`src/rtl/cnn_stage_sequencer_pkg.sv`:
```
// rtl/cnn_stage_sequencer_pkg.sv - shared types and helpers for the CNN stage sequencer
// Purpose: state enum, width defaults and the budget-slice helper used by the
// sequencer and its stage timer.
package cnn_stage_sequencer_pkg;

  typedef enum logic {
    IDLE = 1'b0,
    RUN  = 1'b1
  } seq_state_t;

  localparam int DEFAULT_CNT_WIDTH = 24;
  localparam int MAX_STAGES        = 16;
  localparam int MAX_CNT_WIDTH     = 32;
  localparam int MAX_FLAT_WIDTH    = MAX_STAGES * MAX_CNT_WIDTH;

  // Width of a stage index: clog2 of the stage count, never narrower than 1.
  function automatic int stage_idx_width(input int n);
    return (n <= 1) ? 1 : $clog2(n);
  endfunction

  // Pull stage k's budget out of a flat vector of width-bit fields.
  // The flat vector is zero-extended to the maximum size by the caller.
  function automatic logic [MAX_CNT_WIDTH-1:0] budget_slice(
    input logic [MAX_FLAT_WIDTH-1:0] flat,
    input int                        width,
    input int                        k
  );
    logic [MAX_FLAT_WIDTH-1:0] shifted;
    logic [MAX_CNT_WIDTH-1:0]  mask;
    shifted = flat >> (k * width);
    mask    = (width >= MAX_CNT_WIDTH) ? '1
            : ((MAX_CNT_WIDTH'(1) << width) - MAX_CNT_WIDTH'(1));
    return MAX_CNT_WIDTH'(shifted) & mask;
  endfunction

endpackage

```
`src/rtl/cnn_stage_sequencer_stage_timer.sv`:
```
// rtl/cnn_stage_sequencer_stage_timer.sv - saturating per-stage cycle counter with budget expiry
// Ports:
//   clk, reset   clock, asynchronous active-high reset
//   clear        synchronous counter clear (wins over enable)
//   enable       count this cycle
//   budget       cycle budget of the running stage, 0 = unlimited
//   cnt          cycles elapsed, saturates at all-ones
//   expire       budget != 0 and this is the last budgeted cycle
module stage_timer
  import cnn_stage_sequencer_pkg::*;
#(
  parameter int CNT_WIDTH = DEFAULT_CNT_WIDTH
) (
  input  logic                 clk,
  input  logic                 reset,
  input  logic                 clear,
  input  logic                 enable,
  input  logic [CNT_WIDTH-1:0] budget,
  output logic [CNT_WIDTH-1:0] cnt,
  output logic                 expire
);

  always_ff @(posedge clk or posedge reset) begin
    if (reset) begin
      cnt <= '0;
    end else if (clear) begin
      cnt <= '0;
    end else if (enable && (cnt != '1)) begin
      cnt <= cnt + CNT_WIDTH'(1);
    end
  end

  // Expiry fires while cnt holds budget-1, so a stage with no done strobe
  // is active for exactly budget cycles.
  assign expire = (budget != '0) && (cnt == budget - CNT_WIDTH'(1));

endmodule

```
`src/rtl/cnn_stage_sequencer.sv`:
```
// rtl/cnn_stage_sequencer.sv - start/busy/done run controller releasing per-stage resets in order
// Ports:
//   clk, reset     clock, asynchronous active-high reset
//   start_i        job start, sampled only in IDLE
//   abort_i        cancel the running job
//   budget_i       per-stage cycle budgets, stage k at [k*CNT_WIDTH +: CNT_WIDTH], 0 = unlimited
//   stage_done_i   per-stage completion strobes (only the running stage's bit is looked at)
//   stage_rst_o    registered active-high reset to each stage
//   busy_o         job in progress
//   done_o         one-cycle pulse on job completion
//   aborted_o      one-cycle pulse on job abort
//   timeout_o      sticky per-stage budget-expiry flags, cleared on start
//   cur_stage_o    index of the running stage
//   cycle_cnt_o    cycles elapsed in the current stage
module cnn_stage_sequencer
  import cnn_stage_sequencer_pkg::*;
#(
  parameter int   NUM_STAGES = 3,
  parameter int   CNT_WIDTH  = DEFAULT_CNT_WIDTH,
  parameter bit   KEEP_PREV  = 1'b1,
  localparam int  SW         = stage_idx_width(NUM_STAGES)
) (
  input  logic                            clk,
  input  logic                            reset,
  input  logic                            start_i,
  input  logic                            abort_i,
  input  logic [NUM_STAGES*CNT_WIDTH-1:0] budget_i,
  input  logic [NUM_STAGES-1:0]           stage_done_i,
  output logic [NUM_STAGES-1:0]           stage_rst_o,
  output logic                            busy_o,
  output logic                            done_o,
  output logic                            aborted_o,
  output logic [NUM_STAGES-1:0]           timeout_o,
  output logic [SW-1:0]                   cur_stage_o,
  output logic [CNT_WIDTH-1:0]            cycle_cnt_o
);

  seq_state_t                      state, state_next;
  logic [SW-1:0]                   stage_q, stage_next;
  logic [NUM_STAGES-1:0]           rst_q, rst_next;
  logic [NUM_STAGES-1:0]           timeout_q, timeout_next;
  logic                            done_q, done_next;
  logic                            aborted_q, aborted_next;
  logic [NUM_STAGES*CNT_WIDTH-1:0] budget_q;
  logic                            latch;
  logic                            clear;
  logic                            done_k;
  logic                            expire;
  logic                            last;
  logic [CNT_WIDTH-1:0]            cnt;
  logic [MAX_FLAT_WIDTH-1:0]       budget_flat;
  logic [MAX_CNT_WIDTH-1:0]        budget_sel_full;
  logic [CNT_WIDTH-1:0]            budget_sel;
  logic                            unused_budget_bits;

  // Budget of the running stage, taken from the copy latched at start so
  // that budget_i changes during a job have no effect.
  always_comb begin
    budget_flat = '0;
    budget_flat[NUM_STAGES*CNT_WIDTH-1:0] = budget_q;
  end

  assign budget_sel_full    = budget_slice(budget_flat, CNT_WIDTH, int'(stage_q));
  assign budget_sel         = budget_sel_full[CNT_WIDTH-1:0];
  assign unused_budget_bits = ^budget_sel_full;

  stage_timer #(
    .CNT_WIDTH (CNT_WIDTH)
  ) u_timer (
    .clk    (clk),
    .reset  (reset),
    .clear  (clear),
    .enable (state == RUN),
    .budget (budget_sel),
    .cnt    (cnt),
    .expire (expire)
  );

  assign last = (stage_q == SW'(NUM_STAGES - 1));

  always_comb begin
    state_next   = state;
    stage_next   = stage_q;
    rst_next     = rst_q;
    timeout_next = timeout_q;
    done_next    = 1'b0;
    aborted_next = 1'b0;
    latch        = 1'b0;
    clear        = 1'b0;
    done_k       = 1'b0;

    for (int s = 0; s < NUM_STAGES; s++) begin
      if (stage_q == SW'(s)) done_k = stage_done_i[s];
    end

    case (state)
      IDLE: begin
        clear = 1'b1;
        if (start_i && !abort_i) begin
          state_next   = RUN;
          stage_next   = '0;
          rst_next     = '1;
          rst_next[0]  = 1'b0;
          timeout_next = '0;
          latch        = 1'b1;
        end
      end

      RUN: begin
        if (abort_i) begin
          state_next   = IDLE;
          stage_next   = '0;
          rst_next     = '1;
          aborted_next = 1'b1;
          clear        = 1'b1;
        end else if (done_k || expire) begin
          clear = 1'b1;
          // A done strobe on the expiry edge wins: no timeout recorded.
          if (expire && !done_k) begin
            for (int s = 0; s < NUM_STAGES; s++) begin
              if (stage_q == SW'(s)) timeout_next[s] = 1'b1;
            end
          end
          if (last) begin
            state_next = IDLE;
            stage_next = '0;
            rst_next   = '1;
            done_next  = 1'b1;
          end else begin
            stage_next = stage_q + SW'(1);
            for (int s = 0; s < NUM_STAGES; s++) begin
              if (!KEEP_PREV && (stage_q == SW'(s))) rst_next[s] = 1'b1;
              if (stage_next == SW'(s))              rst_next[s] = 1'b0;
            end
          end
        end
      end

      default: begin
        state_next = IDLE;
        rst_next   = '1;
      end
    endcase
  end

  always_ff @(posedge clk or posedge reset) begin
    if (reset) begin
      state     <= IDLE;
      stage_q   <= '0;
      rst_q     <= '1;
      timeout_q <= '0;
      done_q    <= 1'b0;
      aborted_q <= 1'b0;
      budget_q  <= '0;
    end else begin
      state     <= state_next;
      stage_q   <= stage_next;
      rst_q     <= rst_next;
      timeout_q <= timeout_next;
      done_q    <= done_next;
      aborted_q <= aborted_next;
      if (latch) budget_q <= budget_i;
    end
  end

  assign stage_rst_o = rst_q;
  assign busy_o      = (state == RUN);
  assign done_o      = done_q;
  assign aborted_o   = aborted_q;
  assign timeout_o   = timeout_q;
  assign cur_stage_o = stage_q;
  assign cycle_cnt_o = cnt;

endmodule

```
`config.mk`:
```
export PLATFORM = sky130hd
export DESIGN_NAME = cnn_stage_sequencer
export DESIGN_NICKNAME = d
export VERILOG_FILES = /design/src/rtl/cnn_stage_sequencer_pkg.sv /design/src/rtl/cnn_stage_sequencer_stage_timer.sv /design/src/rtl/cnn_stage_sequencer.sv
export SDC_FILE = /design/constraint.sdc
export NUM_CORES = 1
export LEC_CHECK = 0
export CORE_ASPECT_RATIO = 1.1
export CORE_MARGIN = 5
export CORE_UTILIZATION = 45
export CTS_CLUSTER_DIAMETER = 150
export DETAILED_ROUTE_END_ITERATION = 16
export GPL_TIMING_DRIVEN = 0
export PLACE_DENSITY_LB_ADDON = 0.05
export SYNTH_ARGS = -nofsm -noshare
export SYNTH_HDL_FRONTEND = slang
export SYNTH_HIERARCHICAL = 1
export SYNTH_SLANG_ARGS = --single-unit
export TNS_END_PERCENT = 100
```
`constraint.sdc`:
```
create_clock -name clk -period 11.4 [get_ports clk]
set_input_delay 1.14 -clock clk [delete_from_list [all_inputs] [get_ports clk]]
set_output_delay 1.14 -clock clk [all_outputs]
set_load 0.01 [all_outputs]
```
# ---- After elaboration in Yosys (flattened, before gate mapping)
# Index checks and enable logic that the tools add are counted.
dict set report totals {
  register_bits 107
  output_inout_bits 35
  elab_cells 94
}
dict set report op_classes {
  addsub 3
  multipliers 1
  n_eq_ne 17
  shift 1
  mux 41
  bitwise 1
  reduce_logical 18
}
# cell count
set ops {}
lappend ops {{72-bit by 7-bit right shift with 24-bit output} 1}
lappend ops {{24-bit 2-to-1 mux} 2}
lappend ops {{24-bit by 1-bit adder with 24-bit output (second input constant)} 1}
lappend ops {{24-bit == test} 1}
lappend ops {{3-bit 2-to-1 mux} 8}
lappend ops {{24-bit inequality test (second input constant)} 1}
lappend ops {{24-bit nonzero test} 1}
lappend ops {{24-bit by 1-bit subtractor with 24-bit output (second input constant)} 1}
lappend ops {{1-bit 2-to-1 mux} 22}
lappend ops {{5-bit AND reduction} 3}
lappend ops {{4-bit by 2-bit inequality test with 1-bit output (second input constant)} 3}
lappend ops {{3-bit case mux with 2 select lines} 2}
lappend ops {{2-bit by 1-bit inequality test with 1-bit output (second input constant)} 5}
lappend ops {{3-bit AND reduction} 3}
lappend ops {{2-bit 2-to-1 mux} 4}
lappend ops {{2-bit by 1-bit == test with 1-bit output (second input constant)} 2}
lappend ops {{2-bit == test (second input constant)} 2}
lappend ops {{1-bit logical AND} 4}
lappend ops {{2-bit logical NOT} 2}
lappend ops {{2-bit by 2-bit multiplier with 4-bit output (second input constant)} 1}
lappend ops {{2-bit inequality test (second input constant)} 2}
lappend ops {{1-bit case mux with 2 select lines} 2}
lappend ops {{2-bit case mux with 2 select lines} 1}
lappend ops {{3-bit by 2-bit inequality test with 1-bit output (second input constant)} 1}
lappend ops {{6 further kinds} 7}

# ---- Logic depth before layout (Yosys ltp)
dict set report depth {
  ltp_word 10
  ltp_mapped 19
}

# ---- Hierarchy
# Netlist, hierarchy kept.
# module instances cells_per_inst area_per_inst_um2
set modules_own_cells {}
lappend modules_own_cells {cnn_stage_sequencer 1 298 3839.9}
lappend modules_own_cells {stage_timer 1 256 2029.4}

# ---- Least setup slack after synthesis
# OpenSTA, ideal clock, no wires.
dict set report synth_timing {
  path_kind {register to register}
  startpoint {register stage_q[1] (netlist: cur_stage_o[1])}
  endpoint {register u_timer.cnt[10]}
  setup_time_ns 0.132
  arrival_ns 4.187
  required_ns 11.268
  slack_ns 7.082
  path_stages_with_launch 18
  n_path_buf 4
  path_cell_list {dfrtp_1 buf_2 buf_2 mux2i_1 o21ai_0 or4_1 or4_1 buf_2 o21a_1 or3_1 a21oi_1 o211ai_1 a211oi_2 inv_1 a22o_2 nand2_1 clkbuf_1 nor2_1}
}
dict set report synth_via {
  elab_chain_cells 10
  word_cells_on_any_way 18
  classes_between {add/sub (1); mul (1); eq/ne (3); shift (1); mux (7); reduce/logical (5)}
}
# item line
set synth_rtl {}
lappend synth_rtl {{from (decl)} cnn_stage_sequencer.sv:39} ;# logic [SW-1:0] stage_q, stage_next;
lappend synth_rtl {{from (signal assigned)} cnn_stage_sequencer.sv:157} ;# stage_q <= stage_next;
lappend synth_rtl {{2-bit by 2-bit multiplier with 4-bit output (*)} cnn_stage_sequencer_pkg.sv:30} ;# shifted = flat >> (k * width);
lappend synth_rtl {{72-bit by 7-bit right shift with 24-bit output (*)} cnn_stage_sequencer_pkg.sv:30}
lappend synth_rtl {{net budget_sel[8]} cnn_stage_sequencer.sv:53} ;# logic [CNT_WIDTH-1:0] budget_sel;
lappend synth_rtl {{24-bit by 1-bit subtractor with 24-bit output} cnn_stage_sequencer_stage_timer.sv:35} ;# assign expire = (budget != '0) && (cnt == budget - CNT_WIDTH'(1));
lappend synth_rtl {{24-bit == test} cnn_stage_sequencer_stage_timer.sv:35}
lappend synth_rtl {{1-bit logical AND (*)} cnn_stage_sequencer_stage_timer.sv:35}
lappend synth_rtl {{net expire} cnn_stage_sequencer.sv:48} ;# logic expire;
lappend synth_rtl {{1-bit logical OR (*)} cnn_stage_sequencer.sv:116} ;# end else if (done_k || expire) begin
lappend synth_rtl {{1-bit 2-to-1 mux (*)} cnn_stage_sequencer.sv:116}
lappend synth_rtl {{1-bit 2-to-1 mux (*)} cnn_stage_sequencer.sv:110} ;# if (abort_i) begin
lappend synth_rtl {{1-bit case mux with 2 select lines (*)} cnn_stage_sequencer.sv:96} ;# case (state)
lappend synth_rtl {{net clear} cnn_stage_sequencer.sv:46} ;# logic clear;
lappend synth_rtl {{24-bit 2-to-1 mux or 2-bit nonzero test (tied branches)} --}
lappend synth_rtl {{to (signal assigned)} cnn_stage_sequencer_stage_timer.sv:29} ;# cnt <= cnt + CNT_WIDTH'(1);
lappend synth_rtl {{to (decl)} cnn_stage_sequencer_stage_timer.sv:19} ;# output logic [CNT_WIDTH-1:0] cnt,
# Mark *: on every way through the listed nets, which the timed path passes. The rest lies on a longest branch.
# A chain may end at the register's enable or synchronous reset.

# ---- Worst setup path in the final report
dict set report layout_timing {
  startpoint {register stage_q[1] (netlist: cur_stage_o[1])}
  endpoint {register u_timer.cnt[16]}
}
# Same word-level chain as after synthesis.

==> results.md <==
* Main synth FF type: dfrtp_1
* Area contributors post-synth: dfrtp_1 44%, mux2_2 14%, mux2i_1 4.6%
* Fin cells at around 840
* Vias in the first global route at 4653
* Layout overhead on the synthesized area at 28.46%
* Synth Warn # at 6
* HP Class: flop to flop
* DRT antenna net count at 0
* Hold_ws at roughly 500 ps
* EDFF count, synth at 0
* Worst Tran Pin Value at 882.2 ps
* CORE AREA at 12700 µm²
* Post-synthesis xor/xnor area fraction at 0.06864
* Final min period at between 5000 and 6000 ps
* Max frequency at 179.1 MHz
* Overflow after GRT at 0
* Crit-path cells: buf_2 > buf_2 > mux2i_1 > o21ai_0 > nor4_1 > and2_1 > clkbuf_1 > nand4b_1 > or3_1 > nand3_1 > o211ai_1 > a211oi_2 > a211oi_1 > a22o_2 > nand2_1 > clkbuf_1 > nor2_1
* RD Place Congestion at 0.8968
* Post-CTS Setup Repair Bufs at 0
* Clock insertion delay at the later pin of the skew report at 360 ps
* Relative slew slack at 0.4112
* FP Rows at 43
* CTS tree: yes
* Buffers on Ports at around 110
* Max-slew violations at 0
* Post-synth top cells: 104 x dfrtp_1, 72 x mux2_2, 47 x nand2_1
* TNS Setup at 0 ps
* Pre-antenna DRT Iters at 5
* DP Cell Count at 825
* Yosys top cell area share at 0.4434
* Routed len/inst at 17.96 µm
* RSZ-0062 raised after global routing: false
* Post-route DRC violation count at 0
* Inserted Diodes at 0
* Global-route wire length before repair at ~24 mm
* Gr usage total at 0.2025
* Clk Tree Root Cell: clkbuf_16
* Post-synthesis sequential area ratio at 0.4568
* TritonCTS Buffers at 9
* Area leader, netlist: dfrtp_1
* Yosys reg bits at 107
* Mapped Nets at about 640
* H-tree Lvls at 3
* Crit end category: flop
* Post-layout util at 0.5938
* # nets final at 766
* Share of cells above drive strength 1 at 0.1725
* Cell Area, Synth at 5869 µm²
* Clock Pin Slew Worst Setup and Hold Paths at 80 ps
* Complex-gate fraction of the synthesized area at 0.08335
* Most common cell in the synthesized netlist: dfrtp_1
* Die area at 15430 µm²
* Simple-gate area share of the yosys netlist at 0.1541
* Critical setup path kind: flop to flop
* Post-DP HPWL at 11.80 mm
* Crit path required time at 11620 ps
* Synth async-reset ratio at 1.000
* Number of distinct library cells after synthesis at 54
* Width of the die at ~120 µm
* Overall Power at 1150 µW
* Status: complete, no violations
* Worst Clk Skew at 9.802 ps
* Final hold vios at 0
* WP data arrival at 5800 ps
* P_leak at 0.002878 µW
* Pin count of the biggest net entering global routing at 74
* # IOs at 114
* Combinational family with the most area after synthesis: multiplexers
* Clk sinks at 107
* CP peak stage delay at 760 ps
* Final setup fails at 0
* Mean Syn Cell Area at 10.59 µm²
* Max Cap Violations at 0
* DRC violation total after the first TritonRoute iteration at 316
* Post-CTS resize count at 0
* Cells after Synth at approximately 550
* CP Launch Type: flop
* PwrDens at approximately 150 nW/µm²
* Multiplexer share of the synthesized area at 0.1842
* Via density per instance at between 5 and 6
* Chip height at 129.8 µm
* Initial antenna violation count at 0
* Tcrit/Tclk final at 0.4899
* Initial Utilization at 0.4623
* Cts hold-fix bufs at 0
* Total routed wirelength at approximately 15 mm
* Clock Path Buffers at 2
* Critical path's slowest cell: nor4_1
* Crit path max fanout at 10
* Synth Area in Adders at 0.01705
* Via count at 4616
* Peak VDD IR at 0.09702 mV
-- layout by cell type, fill, tap and decap left out, types with 5 or more instances in the layout --
master and instances:
clkdlybuf4s50_1 113, dfrtp_1 104, mux2_2 72, nand2_1 47, nor2_1 37, o21ai_0 31
mux2i_1 27, xnor2_1 26, inv_1 20, xor2_1 20, nand3_1 13, nor3_1 12
buf_2 11, a21oi_1 11, nand4_1 11, nor4_1 10, clkbuf_16 9, clkbuf_1 8
ha_1 8, a31oi_1 7, nand2b_1 6, or3_1 6, o21a_1 5
-- registers in the layout, summed over array words and instances (netlist names) --
| register | flops |
|---|---|
| budget_q | 72 |
| cur_stage_o | 2 |
| stage_rst_o | 3 |
| aborted_o | 1 |
| u_timer/cnt | 24 |
| done_o | 1 |
| busy_o | 1 |
| timeout_o | 3 |
-- critical path: cells and delay by family (launching register included) --
family                 cells  cell delay (ps)
buffers and inverters      4             1510
AND/OR/NAND/NOR            7             2060
AO/OA/AOI/OAI              5             1140
flip-flops                 1              400
multiplexers               1              310
-- cell families (layout without fill, tap and decap cells) --
logic type | count (synthesis) | in the layout
AO/OA/AOI/OAI | 75 | 75
XOR/XNOR | 46 | 46
adder cells (fa/ha/maj) | 8 | 8
buffers and inverters | 45 | 175
flip-flops | 107 | 107
multiplexers | 99 | 99
AND/OR/NAND/NOR | 174 | 174
-- cell type report --
class	instances	area (µm²)
clock buffers	11	242.7
inverters	21	81.33
well taps	157	196.4
plain buffers	24	131.4
clock inverters	5	70.07
repair buffers	114	1159
flip-flops and latches	107	2681
fillers	1101	5157
multi-input cells	402	2978
-- stage by stage --
stage / worst slack (ps) / area (µm²)
2_1_floorplan: 7082 / 5869
3_3_place_gp: 5838 / 7197
3_5_place_dp: 5842 / 7227
4_1_cts: 5812 / 7540
5_1_grt: 5421 / 7540
6_report: 5815 / 7540
-- where the power goes --
| part | total, µW | switching, µW | internal (µW) |
|---|---|---|---|
| Clock | 330 | 150 | 181 |
| Combinational | 338 | 173 | 165 |
| Sequential | 481 | 35.5 | 445 |
-- routing by layer --
layer / up-vias / share of wire / track usage
met1: 2257 / 0.45 / 0.2648
li1: 2223 / - / -
met2: 118 / 0.49 / 0.3398
met4: 0 / 0.020 / 0.07635
met3: 18 / 0.043 / 0.03598
met5: - / 0 / 0
-- path summary, 6_finish.rpt --
check,startpoint,depth (start not counted),slack (ps),endpoint
worst min-delay path,timeout_o[2],2,500,timeout_o[2]
worst max register to register,cur_stage_o[1],17,5820,u_timer/cnt[16]
max in group asynchronous,reset,2,9490,u_timer/cnt[16]
worst min register to register,timeout_o[2],2,500,timeout_o[2]
worst max-delay path,cur_stage_o[1],17,5820,u_timer/cnt[16]
min in group asynchronous,reset,2,1060,aborted_o
No activity file was read; power rests on OpenSTA's default activity.
